[config.mk]
export PLATFORM = sky130hd
export DESIGN_NAME = uart_tx_unit
export DESIGN_NICKNAME = d
export VERILOG_FILES = /design/src/rtl/uart_pkg.sv /design/src/rtl/uart_baud_gen.sv /design/src/rtl/uart_tx_unit.sv
export SDC_FILE = /design/constraint.sdc
export NUM_CORES = 1
export LEC_CHECK = 0
export ABC_AREA = 1
export ABC_CLOCK_PERIOD_IN_PS = 3200
export BUFFER_PORTS_ARGS = -buffer_cell sky130_fd_sc_hd__buf_2
export CAP_MARGIN = 10
export CORE_AREA = 2 2 117 119
export CTS_CLUSTER_SIZE = 14
export DETAILED_ROUTE_END_ITERATION = 7
export DIE_AREA = 0 0 119 121
export HOLD_SLACK_MARGIN = 0.03
export PLACE_DENSITY = 0.73
export REMOVE_ABC_BUFFERS = 1
export SYNTH_ARGS = -nofsm -noshare
export SYNTH_HDL_FRONTEND = slang
export SYNTH_SLANG_ARGS = --single-unit
[constraint.sdc]
create_clock -name clock -period 3.2 [get_ports clock]
set_input_delay 0.32 -clock clock [delete_from_list [all_inputs] [get_ports clock]]
set_output_delay 0.32 -clock clock [all_outputs]
set_load 0.03 [all_outputs]
[src/rtl/uart_pkg.sv]
`default_nettype none
// ============================================================================
// Module   : uart_pkg
// Purpose  : Shared UART encodings (parity, baud), divisor helper and the
//            transmitter state type; reused by the matching receiver.
// Revision : 1.0
// ============================================================================
package uart_pkg;

    localparam logic [1:0] PAR_NONE   = 2'b00;
    localparam logic [1:0] PAR_ODD    = 2'b01;
    localparam logic [1:0] PAR_EVEN   = 2'b10;

    localparam logic [1:0] BAUD_2400  = 2'b00;
    localparam logic [1:0] BAUD_4800  = 2'b01;
    localparam logic [1:0] BAUD_9600  = 2'b10;
    localparam logic [1:0] BAUD_19200 = 2'b11;

    typedef enum logic [2:0] {
        IDLE   = 3'd0,
        START  = 3'd1,
        DATA   = 3'd2,
        PARITY = 3'd3,
        STOP   = 3'd4
    } tx_state_t;

    // Bit period in system clocks, truncated.
    function automatic logic [15:0] baud_divisor(
        input logic [1:0]  baud_code,
        input int unsigned clk_freq_hz
    );
        int unsigned w_rate;
        int unsigned w_div;
        case (baud_code)
            BAUD_2400:  w_rate = 32'd2400;
            BAUD_4800:  w_rate = 32'd4800;
            BAUD_9600:  w_rate = 32'd9600;
            default:    w_rate = 32'd19200;
        endcase
        w_div = clk_freq_hz / w_rate;
        return w_div[15:0];
    endfunction

endpackage
`default_nettype wire

[src/rtl/uart_baud_gen.sv]
`default_nettype none
// ============================================================================
// Module   : uart_baud_gen
// Purpose  : Bit-period timer; loads the divisor on restart and strobes at
//            the last clock of every bit (plus a one-clock-early strobe).
// Revision : 1.0
// ============================================================================
module uart_baud_gen (
    input  logic        i_clk,
    input  logic        i_rst_n,
    input  logic        i_restart,
    input  logic        i_enable,
    input  logic [15:0] i_divisor,
    output logic        o_bit_end,
    output logic        o_near_end
);

    logic [15:0] r_count;
    logic [15:0] r_div;

    always_ff @(posedge i_clk or negedge i_rst_n) begin
        if (!i_rst_n) begin
            r_count <= 16'd0;
            r_div   <= 16'd0;
        end else if (i_restart) begin
            r_count <= 16'd0;
            r_div   <= i_divisor;
        end else if (i_enable) begin
            if (o_bit_end) begin
                r_count <= 16'd0;
            end else begin
                r_count <= r_count + 16'd1;
            end
        end
    end

    // near_end lets the owner register a pulse that lands on the bit's last clock.
    assign o_bit_end  = i_enable && (r_count == r_div - 16'd1);
    assign o_near_end = i_enable && (r_count == r_div - 16'd2);

endmodule
`default_nettype wire

[src/rtl/uart_tx_unit.sv]
`default_nettype none
// ============================================================================
// Module   : uart_tx_unit
// Purpose  : UART transmitter: start, 8 data bits LSB first, optional parity,
//            stop. Define UART_TX_STOP2_EN for two stop bits.
// Revision : 1.0
// ============================================================================
module uart_tx_unit
    import uart_pkg::*;
#(
    parameter int unsigned CLK_FREQ_HZ = 50000000,
    parameter int unsigned DATA_W      = 8
) (
    input  logic       clock,
    input  logic       reset_n,
    input  logic       send,
    input  logic [7:0] data_in,
    input  logic [1:0] parity_type,
    input  logic [1:0] baud_rate,
    output logic       data_tx,
    output logic       ready,
    output logic       done
);

    tx_state_t         r_state;
    logic [DATA_W-1:0] r_shift;
    logic [2:0]        r_bit_idx;
    logic              r_par_en;
    logic              r_par_bit;
    logic              r_tx;
    logic              r_ready;
    logic              r_done;

    logic              w_accept;
    logic              w_busy;
    logic              w_bit_end;
    logic              w_near_end;
    logic              w_stop_last;
    logic [15:0]       w_divisor;

    assign w_accept  = (r_state == IDLE) && send;
    assign w_busy    = (r_state != IDLE);
    assign w_divisor = baud_divisor(baud_rate, CLK_FREQ_HZ);

    uart_baud_gen u_baud_gen (
        .i_clk      (clock),
        .i_rst_n    (reset_n),
        .i_restart  (w_accept),
        .i_enable   (w_busy),
        .i_divisor  (w_divisor),
        .o_bit_end  (w_bit_end),
        .o_near_end (w_near_end)
    );

`ifdef UART_TX_STOP2_EN
    logic r_stop_second;

    always_ff @(posedge clock or negedge reset_n) begin
        if (!reset_n) begin
            r_stop_second <= 1'b0;
        end else if (w_accept) begin
            r_stop_second <= 1'b0;
        end else if ((r_state == STOP) && w_bit_end) begin
            r_stop_second <= ~r_stop_second;
        end
    end

    assign w_stop_last = r_stop_second;
`else
    assign w_stop_last = 1'b1;
`endif

    always_ff @(posedge clock or negedge reset_n) begin
        if (!reset_n) begin
            r_state   <= IDLE;
            r_shift   <= '0;
            r_bit_idx <= 3'd0;
            r_par_en  <= 1'b0;
            r_par_bit <= 1'b0;
            r_tx      <= 1'b1;
            r_ready   <= 1'b1;
            r_done    <= 1'b0;
        end else begin
            r_done <= 1'b0;
            case (r_state)
                IDLE: begin
                    if (send) begin
                        r_shift   <= data_in;
                        r_bit_idx <= 3'd0;
                        r_par_en  <= (parity_type == PAR_ODD) || (parity_type == PAR_EVEN);
                        r_par_bit <= (parity_type == PAR_ODD) ? ~^data_in : ^data_in;
                        r_state   <= START;
                        r_tx      <= 1'b0;
                        r_ready   <= 1'b0;
                    end
                end
                START: begin
                    if (w_bit_end) begin
                        r_state <= DATA;
                        r_tx    <= r_shift[0];
                        r_shift <= r_shift >> 1;
                    end
                end
                DATA: begin
                    if (w_bit_end) begin
                        if (r_bit_idx == 3'(DATA_W - 1)) begin
                            if (r_par_en) begin
                                r_state <= PARITY;
                                r_tx    <= r_par_bit;
                            end else begin
                                r_state <= STOP;
                                r_tx    <= 1'b1;
                            end
                        end else begin
                            r_bit_idx <= r_bit_idx + 3'd1;
                            r_tx      <= r_shift[0];
                            r_shift   <= r_shift >> 1;
                        end
                    end
                end
                PARITY: begin
                    if (w_bit_end) begin
                        r_state <= STOP;
                        r_tx    <= 1'b1;
                    end
                end
                STOP: begin
                    // done is registered one clock ahead so it coincides with the last stop clock
                    if (w_near_end && w_stop_last) begin
                        r_done <= 1'b1;
                    end
                    if (w_bit_end && w_stop_last) begin
                        r_state <= IDLE;
                        r_ready <= 1'b1;
                    end
                end
                default: begin
                    r_state <= IDLE;
                    r_tx    <= 1'b1;
                    r_ready <= 1'b1;
                end
            endcase
        end
    end

    assign data_tx = r_tx;
    assign ready   = r_ready;
    assign done    = r_done;

endmodule
`default_nettype wire

======== After elaboration in Yosys (flattened, before gate mapping) ========
Cells that the tools add are included.
storage, ports and cells
  bits in registers ....................... 51
  word-level logic and storage cells ...... 86
  output and inout port bits .............. 3
operators by class
  multiplexer cells ....................... 32
  equal/unequal tests ..................... 18
  reduce and logical (&&, ||, !) cells .... 19
  bitwise logic cells ..................... 2
  divide/modulo/power cells ............... 1
  add/subtract/negate cells ............... 4
operators with widths
  kind                                                                      count
  16-bit two-way mux                                                        3
  15-bit case mux with 3 select lines                                       1
  26-bit by 32-bit divider with 32-bit output (first input constant)        1
  16-bit equality test                                                      2
  8-bit two-way mux                                                         4
  3-bit two-way mux                                                         10
  8-bit case mux with 3 select lines                                        1
  16-bit by 1-bit adder with 16-bit output (second input constant)          1
  16-bit by 1-bit subtractor with 16-bit output (second input constant)     1
  16-bit by 2-bit subtractor with 16-bit output (second input constant)     1
  3-bit case mux with 5 select lines                                        1
  5-bit AND reduction                                                       2
  1-bit two-way mux                                                         9
  2-bit by 1-bit inequality test with 1-bit output (second input constant)  4
  8-bit XNOR reduction                                                      1
  8-bit XOR reduction                                                       1
  3-bit by 2-bit equality test with 1-bit output (second input constant)    2
  3-bit equality test (second input constant)                               2
  2-bit inequality test (second input constant)                             3
  3-bit case mux with 2 select lines                                        1
  6-bit AND reduction                                                       1
  3-bit nonzero test                                                        2
  1-bit case mux with 5 select lines                                        1
  2-bit by 1-bit equality test with 1-bit output (second input constant)    2
  14 further kinds                                                          19

======== Depth between registers and ports, before layout ========
Gate-level depths: netlist of run 1.
  word-level depth ........................ 6
  mapped depth ............................ 94
  gate-level depth less buffers ........... 92

======== Cells and area by module ========
From an unflattened synthesis of run 1, not the netlist that was laid out.
unflattened totals
  cells, all modules ...................... 1119
  area, all modules ....................... 6811.5 um^2
by module, submodules not included
  module         sequential area each (um^2)  cells an instance  area an instance (um^2)  instances
  uart_tx_unit   478.0                        742                4294.1                   1
  uart_baud_gen  800.8                        377                2517.4                   1

======== Worst setup path before layout of run 1 ========
Ideal clock, no wire load.
  path kind ............................... input -> register
  from .................................... input baud_rate[0]
  to ...................................... register u_baud_gen.r_div[1]
  arrival time ............................ 10.152 ns
  data required time ...................... 3.078 ns
  setup slack ............................. -7.074 ns
  library setup time ...................... 0.122 ns
  stages on the path ...................... 87
  path through ............................ inv_1 ha_1 clkbuf_1 inv_1 clkbuf_1 ha_1 inv_1 nand3_1 nand2_1 nand2_1 nor2_1 ha_1 nand3_1 nand3_2 nand2_4 nand3_1 o21ai_0 ha_1 [51 not listed] nand2_1 nand2_1 nand2_1 nor2_1 nand3_1 nor2_1 nand2_1 buf_6 nand2_1 nand2_1 nand2_1 nand2_1 nor2_1 nand2_1 nand2_1 nand4_1 nand2_1 a21oi_1
between the ends
  word-level cells in the longest chain between the ends .. 3
  elaborated cells on any way between the ends .. 5
  those cells by class .................... div: 1; eq/ne: 2; mux: 1; reduce/logical: 1
ends and longest elaborated chain
  element                                        line                 source
  start: declaration                             uart_tx_unit.sv:19   input logic [1:0] baud_rate,
  2-bit equality test (tied with other cells)    uart_pkg.sv:34       case (baud_code)
  15-bit case mux with 3 select lines *          uart_pkg.sv:34
  26-bit by 32-bit divider with 32-bit output *  uart_pkg.sv:40       w_div = clk_freq_hz / w_rate;
  end signal: assignment                         uart_baud_gen.sv:27  r_div <= i_divisor;
  end: declaration                               uart_baud_gen.sv:19  logic [15:0] r_div;
Every way passes the cells marked *; elsewhere a longest branch is shown, timed or not.
A chain may end at the register's enable or synchronous reset.

======== Worst setup path in the final report of run 1 ========
Ends and elaborated chain as after synthesis.

==> Flow_metrics.wiki, run 1 <==
{| class="wikitable"
! Metric !! Value
|-
| CP arrival || 9550 ps
|-
| Layout-stage area growth over the synthesis result || 39.9%
|-
| Worst reg2reg setup slack || 230 ps
|-
| Commonest non-fill, non-tap cells in the layout || sky130_fd_sc_hd__nand2_1, sky130_fd_sc_hd__buf_4, sky130_fd_sc_hd__inv_1, sky130_fd_sc_hd__nor2_1, sky130_fd_sc_hd__nand3_1
|-
| Fin worst setup slack || -6170 ps
|-
| Share of final-layout standard cells stronger than drive strength 1 || 0.323
|-
| Worst Reg2Reg Path Length in Cells || 17
|-
| Crit end category || flip-flop
|-
| Post-synth EDFFs || 0
|-
| Number of I/O port buffers || 17
|-
| Outcome || finished, violations left
|-
| CTS sink cnt || 48
|-
| Number of vias per cell || 5.54
|-
| Violations in the final reports || negative setup slack
|-
| Most common cell after layout, fill and taps aside || sky130_fd_sc_hd__nand2_1
|-
| Critical-path cell with the highest stage delay || sky130_fd_sc_hd__ha_1
|-
| Ys flop type || sky130_fd_sc_hd__dfrtp_1
|-
| Total wire length after detailed routing || 22.1 mm
|-
| Async set-or-reset flop fraction in the synthesized netlist || 1.00
|-
| Largest net degree at the start of global routing || 49
|-
| Wire length of the first global-routing pass || 35.2 mm
|-
| Initial Utilization || 0.493
|-
| Largest delay contributor family on the critical path || simple AND/OR/NAND/NOR gates
|-
| Library cells used by synthesis || 52
|-
| Crit-path max cell delay || 340 ps
|-
| Fmax || 0.107 GHz
|-
| Average cell area after synthesis || 6.08 µm²
|-
| Iter 0 DRT Violations || 729
|-
| Sum of net half-perimeters after detailed placement || 15.4 mm
|-
| Fill count || 1057
|-
| Final Max Tran Viols || 0
|-
| Worst setup skew after layout || 7.21 ps
|-
| Sequential area share after synthesis || 0.187
|-
| Cell leakage power || 4.67 nW
|-
| CTS tree || yes
|-
| Instance count of the mapped netlist || 1062
|-
| Final instance count without filler cells || 1453
|-
| Area of the mapped netlist || 6450 µm²
|-
| Relative contribution of combinational cells to total power || 0.686
|-
| Number of antenna cells inserted || 0
|-
| Time the final worst path needs with I/O delays and setup || 9370 ps
|-
| Pwr/cell area || 612 nW/µm²
|-
| RSZ-0062 raised after global routing || true
|-
| Vias in the first global route || 7734
|-
| Clock Pin Slew Worst Setup and Hold Paths || 70 ps
|-
| Worst-path fanout max || 6
|-
| Number of buffers and inverters on the critical path || 10
|-
| Total global routing track utilization || 0.294
|-
| Sequential share of power || 0.217
|-
| Total Power Consumption || 5.53 mW
|-
| Worst-Margin Slew || 1050 ps
|-
| Net switching power figure || 2.77 mW
|-
| Yosys Warn Count || 0
|-
| NumNets Final || 1322
|-
| Final worst-path cycle share || 2.93
|-
| Core Rows || 42
|-
| Boundary Pins || 18
|-
| Number of hold-slack violations in the final timing report || 0
|-
| Total vias in the final route || 8051
|-
| Area of the die || 14400 µm²
|-
| Switching power as a share of total power || 0.501
|-
| Internal power component || 2.76 mW
|-
| Startpoint of the worst register-to-register path || u_baud_gen.r_div[1]
|-
| Clock tree root driver cell || sky130_fd_sc_hd__clkbuf_16
|-
| Sort of element at the start of the critical path || input pin
|-
| Number of failing setup endpoints in the final timing report || 4
|-
| Core area || 13100 µm²
|-
| Cts bufs inserted || 5
|-
| Critical Setup Path Class || in2reg
|-
| Worst rel slew slack || 0.303
|-
| Peak supply drop || 0.328 mV
|-
| Overall die width || 119 µm
|-
| Remaining number of nets flagged by the antenna check after routing || 0
|-
| Die Y-Extent || 121 µm
|-
| Final routed wire length divided by cell count || 15.2 µm
|-
| Number of antenna violations at the first check in global routing || 0
|-
| Hold/Removal Path Class || in2async
|-
| Maximum Capacitance Violations || 0
|-
| Destination of the worst register-to-register timing path || r_state[2]
|-
| H-tree level count || 2
|-
| Detailed-router iteration count before antenna repair || 6
|-
| Clock insertion delay at the later pin of the skew report || 290 ps
|-
| Required time at the worst-slack endpoint || 3370 ps
|-
| Count of state elements after synthesis || 48
|-
| Maximum clock insertion buffer count || 2
|-
| Residual overflow from global routing || 0
|-
| # DRC || 0
|-
| Cell occurring most often along the worst timing path || sky130_fd_sc_hd__nand2_2
|-
| Clk network pwr share || 0.097
|-
| GP Congestion || 0.918
|-
| Number of placed instances with taps included || 1407
|}
worst max-delay path by stage:
stage,startpoint,to,cells past startpoint
after global placement,baud_rate[0],u_baud_gen.r_div[1],83
after floorplan,baud_rate[0],u_baud_gen.r_div[1],87
after detailed placement,baud_rate[0],u_baud_gen.r_div[1],83
after global routing,baud_rate[0],u_baud_gen.r_div[1],88
after CTS,baud_rate[0],u_baud_gen.r_div[1],86
final,baud_rate[0],u_baud_gen.r_div[1],86
state kept, by name, indices dropped and copies added (netlist names):
signal              flops
ready                   1
r_bit_idx               3
u_baud_gen.r_count     16
u_baud_gen.r_div       13
r_shift                 8
data_tx                 1
done                    1
r_par_bit               1
r_par_en                1
r_state                 3
cells in the mapped netlist, drive strengths merged, types with 7 or more instances:
| cell | instances | area, µm² |
|---|---|---|
| a21oi | 34 | 200 |
| a31oi | 10 | 62.6 |
| buf | 15 | 96.3 |
| clkbuf | 17 | 63.8 |
| dfrtp | 46 | 1150 |
| ha | 31 | 388 |
| inv | 127 | 477 |
| nand2 | 325 | 1330 |
| nand3 | 124 | 693 |
| nand4 | 15 | 93.8 |
| nor2 | 115 | 468 |
| nor3 | 14 | 70.1 |
| nor4 | 7 | 43.8 |
| o21ai | 64 | 324 |
| o22ai | 12 | 75.1 |
| xnor2 | 17 | 149 |
| xor2 | 45 | 394 |
power by group through the flow:
stage | registers, mW | clock network, mW | logic (mW)
4_1_cts | 1.19 | 0.545 | 3.53
5_1_grt | 1.25 | 0.568 | 4.21
6_report | 1.20 | 0.538 | 3.79
2_1_floorplan | 1.15 | 0 | 2.27
3_3_place_gp | 1.19 | 0 | 3.28
3_5_place_dp | 1.20 | 0 | 3.34
worst reg2reg max path, delay by kind of cell, from the launching register on:
| family | cells | cell delay, ps |
|---|---|---|
| compound gates | 3 | 550 |
| xor+xnor | 1 | 160 |
| fa+ha+maj | 1 | 190 |
| buf+inv | 5 | 500 |
| flops | 1 | 420 |
| simple gates | 7 | 1030 |
logic make-up after synthesis:
family / after synthesis / synth area share
flops: 48 / 0.187
xor+xnor: 62 / 0.0842
buf+inv: 163 / 0.101
compound gates: 147 / 0.138
mux: 1 / 0.00155
simple gates: 610 / 0.429
fa+ha+maj: 31 / 0.0601
area by class of cell:
cell class,count,area (µm²),share of cell area
Multi-Input combinational cell,853,5150,0.570
Inverter,131,514,0.0569
Clock inverter,2,13.8,0.00152
Tap cell,176,220,0.0244
Timing Repair Buffer,237,1790,0.198
Clock buffer,6,139,0.0154
Sequential cell,48,1200,0.133
per-stage QoR:
step                hold WS, ps  instance area, µm²  setup WS (ps)  setup TNS [ps]  utilization
floorplan                  24.4                6290          -7460          -26270            -
global placement            466                7980          -6610          -23080        0.610
detailed placement          473                7980          -7170          -25060        0.610
CTS                         251                8640          -6020          -20770        0.660
global route                307                9030          -6820          -23390        0.690
finish                      207                9030          -6170          -21290        0.690
timing repair:
action                                  CTS  global route
endpoints found under the hold margin     0             0
resized for setup                        82            82
pin swaps                                43            54
cloned                                    1             1
hold buffers                              0             0
endpoints found under the setup margin    6            14
buffers inserted                         28             8
metal layers:
metal / part of all wire / GRT usage / wire length, µm / vias to the layer above
li1: - / - / - / 3912
met1: 0.41 / 0.356 / 9020 / 3702
met4: 0.049 / 0.145 / 1090 / 0
met3: 0.055 / 0.0305 / 1210 / 112
met5: 0 / 0 / 0 / -
met2: 0.49 / 0.518 / 10700 / 325
Note: power is estimated with default switching activity, not from simulation.
==> run 2, diff against run 1 <==
--- a/config.mk
+++ b/config.mk
@@ -15,5 +15,5 @@
 export DIE_AREA = 0 0 119 121
 export HOLD_SLACK_MARGIN = 0.03
-export PLACE_DENSITY = 0.73
+export PLACE_DENSITY = 0.69
 export REMOVE_ABC_BUFFERS = 1
 export SYNTH_ARGS = -nofsm -noshare
==> constraint.sdc (replaced) <==
create_clock -name clock -period 3.2 [get_ports clock]
set_input_delay 0.48 -clock clock [delete_from_list [all_inputs] [get_ports clock]]
set_output_delay 0.48 -clock clock [all_outputs]
set_load 0.01 [all_outputs]
==> run 2 against run 1 <==
The run still ends with negative setup slack left. Sequential power about the same. Largest power group unchanged. Power up 1.3%. Sequential share of layout area shrank 0.37 points. Critical path type unchanged. Largest cell class unchanged.
==> Flow_metrics.wiki, run 2 (synthesized netlist as in run 1, its figures left out) <==
{| class="wikitable"
! Metric !! Value
|-
| Outcome || finished, violations left
|-
| Violations in the final reports || negative setup slack
|-
| GP Congestion || 0.931
|-
| Peak supply drop || 0.374 mV
|-
| CP arrival || 9480 ps
|-
| Number of failing setup endpoints in the final timing report || 4
|-
| Most common cell after layout, fill and taps aside || sky130_fd_sc_hd__nand2_1
|-
| Worst-path fanout max || 7
|-
| Critical Setup Path Class || in2reg
|-
| Sort of element at the start of the critical path || input pin
|-
| Worst setup skew after layout || 9.02 ps
|-
| Core Rows || 42
|-
| Sum of net half-perimeters after detailed placement || 16.0 mm
|-
| Final routed wire length divided by cell count || 15.2 µm
|-
| RSZ-0062 raised after global routing || true
|-
| Vias in the first global route || 7679
|-
| Fin worst setup slack || -6100 ps
|-
| Maximum clock insertion buffer count || 2
|-
| Pwr/cell area || 603 nW/µm²
|-
| Sum Neg Setup Slack || -21120 ps
|-
| Core area || 13100 µm²
|-
| Number of I/O port buffers || 17
|-
| Total Power Consumption || 5.60 mW
|-
| Required time at the worst-slack endpoint || 3380 ps
|-
| CTS tree || yes
|-
| CTS sink cnt || 48
|-
| Clock insertion delay at the later pin of the skew report || 290 ps
|-
| Die Y-Extent || 121 µm
|-
| Number of hold-slack violations in the final timing report || 0
|-
| Fill count || 1078
|-
| Crit-path max cell delay || 290 ps
|-
| Detailed-router iteration count before antenna repair || 5
|-
| Cts bufs inserted || 5
|-
| Crit end category || flip-flop
|-
| Registers with the highest flip-flop counts || u_baud_gen.r_count: 16 flops, u_baud_gen.r_div: 13 flops, r_shift: 8 flops
|-
| Total wire length after detailed routing || 22.2 mm
|-
| Number of antenna cells inserted || 0
|-
| Post-route design area || 9290 µm²
|-
| Critical-path cell with the highest stage delay || sky130_fd_sc_hd__ha_1
|-
| Iter 0 DRT Violations || 664
|-
| Cell leakage power || 4.76 nW
|-
| Commonest non-fill, non-tap cells in the layout || sky130_fd_sc_hd__nand2_1, sky130_fd_sc_hd__buf_4, sky130_fd_sc_hd__inv_1, sky130_fd_sc_hd__nor2_1, sky130_fd_sc_hd__nand3_1
|-
| # DRC || 0
|-
| Worst-Margin Slew || 1050 ps
|-
| Residual overflow from global routing || 0
|-
| Worst rel slew slack || 0.300
|-
| Cell occurring most often along the worst timing path || sky130_fd_sc_hd__nand2_2
|-
| Overall die width || 119 µm
|-
| Time the final worst path needs with I/O delays and setup || 9300 ps
|-
| Initial Utilization || 0.493
|-
| Largest net degree at the start of global routing || 49
|-
| Clock tree root driver cell || sky130_fd_sc_hd__clkbuf_16
|-
| Worst-case setup slack after placement || -7080 ps
|-
| Clock Pin Slew Worst Setup and Hold Paths || 70 ps
|-
| Total vias in the final route || 7943
|-
| H-tree level count || 2
|-
| Number of antenna violations at the first check in global routing || 0
|-
| Remaining number of nets flagged by the antenna check after routing || 0
|-
| Instance area after placement || 8090 µm²
|-
| Boundary Pins || 18
|-
| Fmax || 0.108 GHz
|-
| Layout-stage area growth over the synthesis result || 44.0%
|-
| Total global routing track utilization || 0.293
|-
| Final Max Tran Viols || 0
|-
| Largest register by flop count || u_baud_gen.r_count
|-
| Hold buffers post-CTS || 0
|-
| Number of flip-flops in the largest register || 16
|-
| Number of vias per cell || 5.42
|-
| Final worst-path cycle share || 2.91
|-
| Maximum Capacitance Violations || 0
|-
| Hold/Removal Path Class || in2async
|-
| Area of the die || 14400 µm²
|-
| NumNets Final || 1334
|-
| Wire length of the first global-routing pass || 34.8 mm
|-
| Share of final-layout standard cells stronger than drive strength 1 || 0.344
|}
[run 2: changes by cell type in the layout (fill, tap and decap cells not counted), moves of 4 or more]
cell                      previous run  this run
sky130_fd_sc_hd__nor2_1            102        97
sky130_fd_sc_hd__a21oi_1            28        24
sky130_fd_sc_hd__buf_4             213       219
sky130_fd_sc_hd__inv_2              19        15
sky130_fd_sc_hd__a21oi_2             4         8
sky130_fd_sc_hd__nand2_2            46        51
sky130_fd_sc_hd__buf_6               7        14
sky130_fd_sc_hd__nand3_1            91        87
[run 2: repair_timing]
item / CTS / global route
pin swaps: 70 / 92
buffers inserted: 27 / 9
gates resized for setup: 81 / 117
setup endpoints to repair: 4 / 14
gates cloned: 0 / 1
[run 2: path summary, 6_finish.rpt]
kind                            slack (ps)                endpoint  cells after the start                start
max in group asynchronous             2100     u_baud_gen.r_div[2]                      1              reset_n
worst min register to register         490                   ready                      2                ready
min in group clock                     430              r_shift[7]                      3           data_in[7]
worst max-delay path                 -6100     u_baud_gen.r_div[1]                     81         baud_rate[0]
worst max register to register         240              r_state[1]                     19  u_baud_gen.r_div[1]
worst min-delay path                   370  u_baud_gen.r_count[14]                      1              reset_n
[run 2: report_power, final]
group / internal (mW) / total, mW / switching (mW)
Sequential: 0.897 / 1.22 / 0.319
Combinational: 1.56 / 3.77 / 2.22
Clock: 0.372 / 0.612 / 0.241
Total: 2.82 / 5.60 / 2.78
[run 2: critical path, delay by kind of cell]
family / cells / cell delay, ps
compound gates: 14 / 1840
fa+ha+maj: 8 / 2120
buf+inv: 12 / 1180
simple gates: 47 / 3840
[run 2: final cells by class]
type                            instances  area (µm²)  share of cell area
Clock buffer                            5         125              0.0135
Timing Repair Buffer                  250        1920               0.206
Multi-Input combinational cell        852        5260               0.566
Inverter                              131         519              0.0559
Tap cell                              176         220              0.0237
Clock inverter                          3        47.5             0.00512
Sequential cell                        48        1200               0.130
[run 2: layer usage]
| layer | wire length [µm] | track usage | up-vias |
|---|---|---|---|
| met5 | 0 | 0 | - |
| met4 | 860 | 0.119 | 0 |
| met3 | 1030 | 0.0230 | 77 |
| met2 | 11200 | 0.531 | 279 |
| met1 | 9100 | 0.360 | 3640 |
| li1 | - | - | 3947 |
[run 2: metrics by stage]
| step | utilization | instances | hold WS [ps] |
|---|---|---|---|
| global route | 0.710 | 1465 | 458 |
| global placement | 0.618 | 1422 | 466 |
| detailed placement | 0.618 | 1422 | 472 |
| floorplan | - | 1030 | 184 |
| CTS | 0.668 | 1456 | 418 |
| finish | 0.710 | 1465 | 371 |
==> run 3, diff against run 2 <==
Settings changed: BUFFER_PORTS_ARGS -buffer_cell sky130_fd_sc_hd__buf_2 to unset, DONT_BUFFER_PORTS set to 1, PLACE_DENSITY 0.69 to 0.68.
==> run 3 against run 2 <==
The run still ends with negative setup slack left. Largest cell class unchanged. Power up 1.1%. Design area down 1.6%. Global-route usage up 1.1 points.
==> Flow_metrics.wiki, run 3 (synthesized netlist as in run 1, its figures left out) <==
{| class="wikitable"
! Metric !! Value
|-
| Outcome || finished, violations left
|-
| Worst-Margin Slew || 504 ps
|-
| Hold/Removal Path Class || in2async
|-
| Startpoint of the worst register-to-register path || u_baud_gen.r_div[2]
|-
| Share of final-layout standard cells stronger than drive strength 1 || 0.318
|-
| Relative contribution of combinational cells to total power || 0.668
|-
| Vias in the first global route || 7498
|-
| Time the final worst path needs with I/O delays and setup || 9450 ps
|-
| Critical Setup Path Class || in2reg
|-
| Net switching power figure || 2.74 mW
|-
| Crit-path max cell delay || 290 ps
|-
| Layout-stage area growth over the synthesis result || 41.6%
|-
| CTS sink cnt || 48
|-
| Cell leakage power || 4.69 nW
|-
| Required time at the worst-slack endpoint || 3380 ps
|-
| Post-route design area || 9140 µm²
|-
| Fin worst setup slack || -6250 ps
|-
| Final worst-path cycle share || 2.95
|-
| NumNets Final || 1323
|-
| Commonest non-fill, non-tap cells in the layout || sky130_fd_sc_hd__nand2_1, sky130_fd_sc_hd__buf_4, sky130_fd_sc_hd__inv_1, sky130_fd_sc_hd__nor2_1, sky130_fd_sc_hd__nand3_1
|-
| Peak supply drop || 0.302 mV
|-
| Total vias in the final route || 8032
|-
| Die Y-Extent || 121 µm
|-
| Area of the multi-input gates || 5150 µm²
|-
| Core area || 13100 µm²
|-
| Sequential share of power || 0.213
|-
| Detailed-router iteration count before antenna repair || 5
|-
| Cts bufs inserted || 5
|-
| Worst rel slew slack || 0.661
|-
| Worst-path fanout max || 8
|-
| Crit end category || flip-flop
|-
| CP arrival || 9630 ps
|-
| Total wire length after detailed routing || 23.0 mm
|-
| Core Rows || 42
|-
| RSZ-0062 raised after global routing || true
|-
| Boundary Pins || 18
|-
| Largest register by flop count || u_baud_gen.r_count
|-
| GP Congestion || 0.907
|-
| # DRC || 0
|-
| Wire length of the first global-routing pass || 35.8 mm
|-
| Maximum Capacitance Violations || 0
|-
| Final Max Tran Viols || 0
|-
| Source of the critical timing path || baud_rate[1]
|-
| Number of failing setup endpoints in the final timing report || 4
|-
| Area of the die || 14400 µm²
|-
| Final standard cell utilization of the core || 0.698
|-
| Overall die width || 119 µm
|-
| Number of antenna violations at the first check in global routing || 0
|-
| Registers with the highest flip-flop counts || u_baud_gen.r_count: 16 flops, u_baud_gen.r_div: 13 flops, r_shift: 8 flops
|-
| Iter 0 DRT Violations || 612
|-
| Number of vias per cell || 5.52
|-
| CTS tree || yes
|-
| Instance area after placement || 7890 µm²
|-
| Number of flip-flops in the largest register || 16
|-
| Final instance count without filler cells || 1454
|-
| Clk network pwr share || 0.119
|-
| Combined flip-flop and latch cell area || 1200 µm²
|-
| Fill count || 1076
|-
| Cell occurring most often along the worst timing path || sky130_fd_sc_hd__nand2_1
|-
| Number of I/O port buffers || 0
|-
| Maximum clock insertion buffer count || 2
|-
| Clock tree root driver cell || sky130_fd_sc_hd__clkbuf_16
|-
| Clock Pin Slew Worst Setup and Hold Paths || 70 ps
|-
| Pwr/cell area || 620 nW/µm²
|-
| Number of antenna cells inserted || 0
|-
| Internal power component || 2.93 mW
|-
| Critical-path cell with the highest stage delay || sky130_fd_sc_hd__ha_1
|-
| H-tree level count || 2
|-
| Violations in the final reports || negative setup slack
|-
| Remaining number of nets flagged by the antenna check after routing || 0
|-
| Minimum hold slack || 31.5 ps
|-
| Final routed wire length divided by cell count || 15.8 µm
|-
| Sort of element at the start of the critical path || input pin
|-
| Largest net degree at the start of global routing || 49
|-
| Initial Utilization || 0.493
|-
| Sum of net half-perimeters after detailed placement || 15.6 mm
|-
| Fmax || 0.106 GHz
|-
| Total global routing track utilization || 0.304
|-
| Worst setup skew after layout || 6.82 ps
|-
| Clock insertion delay at the later pin of the skew report || 300 ps
|-
| Number of hold-slack violations in the final timing report || 0
|-
| Switching power as a share of total power || 0.483
|-
| Number of placed instances with taps included || 1390
|-
| Residual overflow from global routing || 0
|-
| Most common cell after layout, fill and taps aside || sky130_fd_sc_hd__nand2_1
|}
==> run 3: worst paths after layout <==
check                                   endpoint  slack [ps]  depth (start not counted)
max                          u_baud_gen.r_div[1]       -6250                         83
min                        u_baud_gen.r_count[6]          30                          1
max reg2reg                           r_state[1]         280                         17
min reg2reg                            r_par_bit         490                          2
max in group asynchronous                data_tx        2910                          1
min in group clock                    r_shift[7]         310                          2
==> run 3: what timing repair did <==
item / in CTS / in global routing
hold endpoints to repair: 48 / 0
hold buffers: 1 / 0
gates resized for setup: 75 / 92
setup endpoints to repair: 11 / 25
cloned: 1 / 0
setup buffers: 53 / 14
pin swaps: 54 / 85
==> run 3: through the flow <==
step | setup slack [ps] | TNS (ps) | total power, mW
after floorplan | -7620 | -26910 | 3.41
after global placement | -6690 | -23220 | 4.45
after detailed placement | -6940 | -24220 | 4.52
after CTS | -5960 | -21620 | 5.39
after global routing | -6740 | -22970 | 6.13
final | -6250 | -21320 | 5.66
==> run 3: worst max-delay path, delay by kind of cell <==
kind / cells / cell delay [ps]
compound gates: 10 / 1390
fa+ha+maj: 8 / 1940
buf+inv: 11 / 980
simple gates: 54 / 4780
==> run 3: layout make-up <==
class                   count  share of cell area
inverters                 131              0.0575
well taps                 176              0.0241
flip-flops and latches     48               0.132
clock buffers               6              0.0141
clock inverters             2             0.00657
repair buffers            239               0.203
multi-input cells         852               0.563
==> run 3: per-layer routing <==
layer | wire, µm | global-route usage | vias up
li1 | - | - | 3918
met1 | 9130 | 0.369 | 3678
met2 | 11300 | 0.551 | 336
met3 | 1310 | 0.0305 | 100
met4 | 1240 | 0.123 | 0
met5 | 0 | 0 | -
==> run 3: power by group through the flow <==
stage	Sequential [mW]	Clock (mW)	Combinational, mW
after floorplan	1.13	0	2.27
final	1.21	0.672	3.78
after global routing	1.25	0.696	4.19
after global placement	1.20	0	3.25
after CTS	1.20	0.679	3.51
after detailed placement	1.21	0	3.30
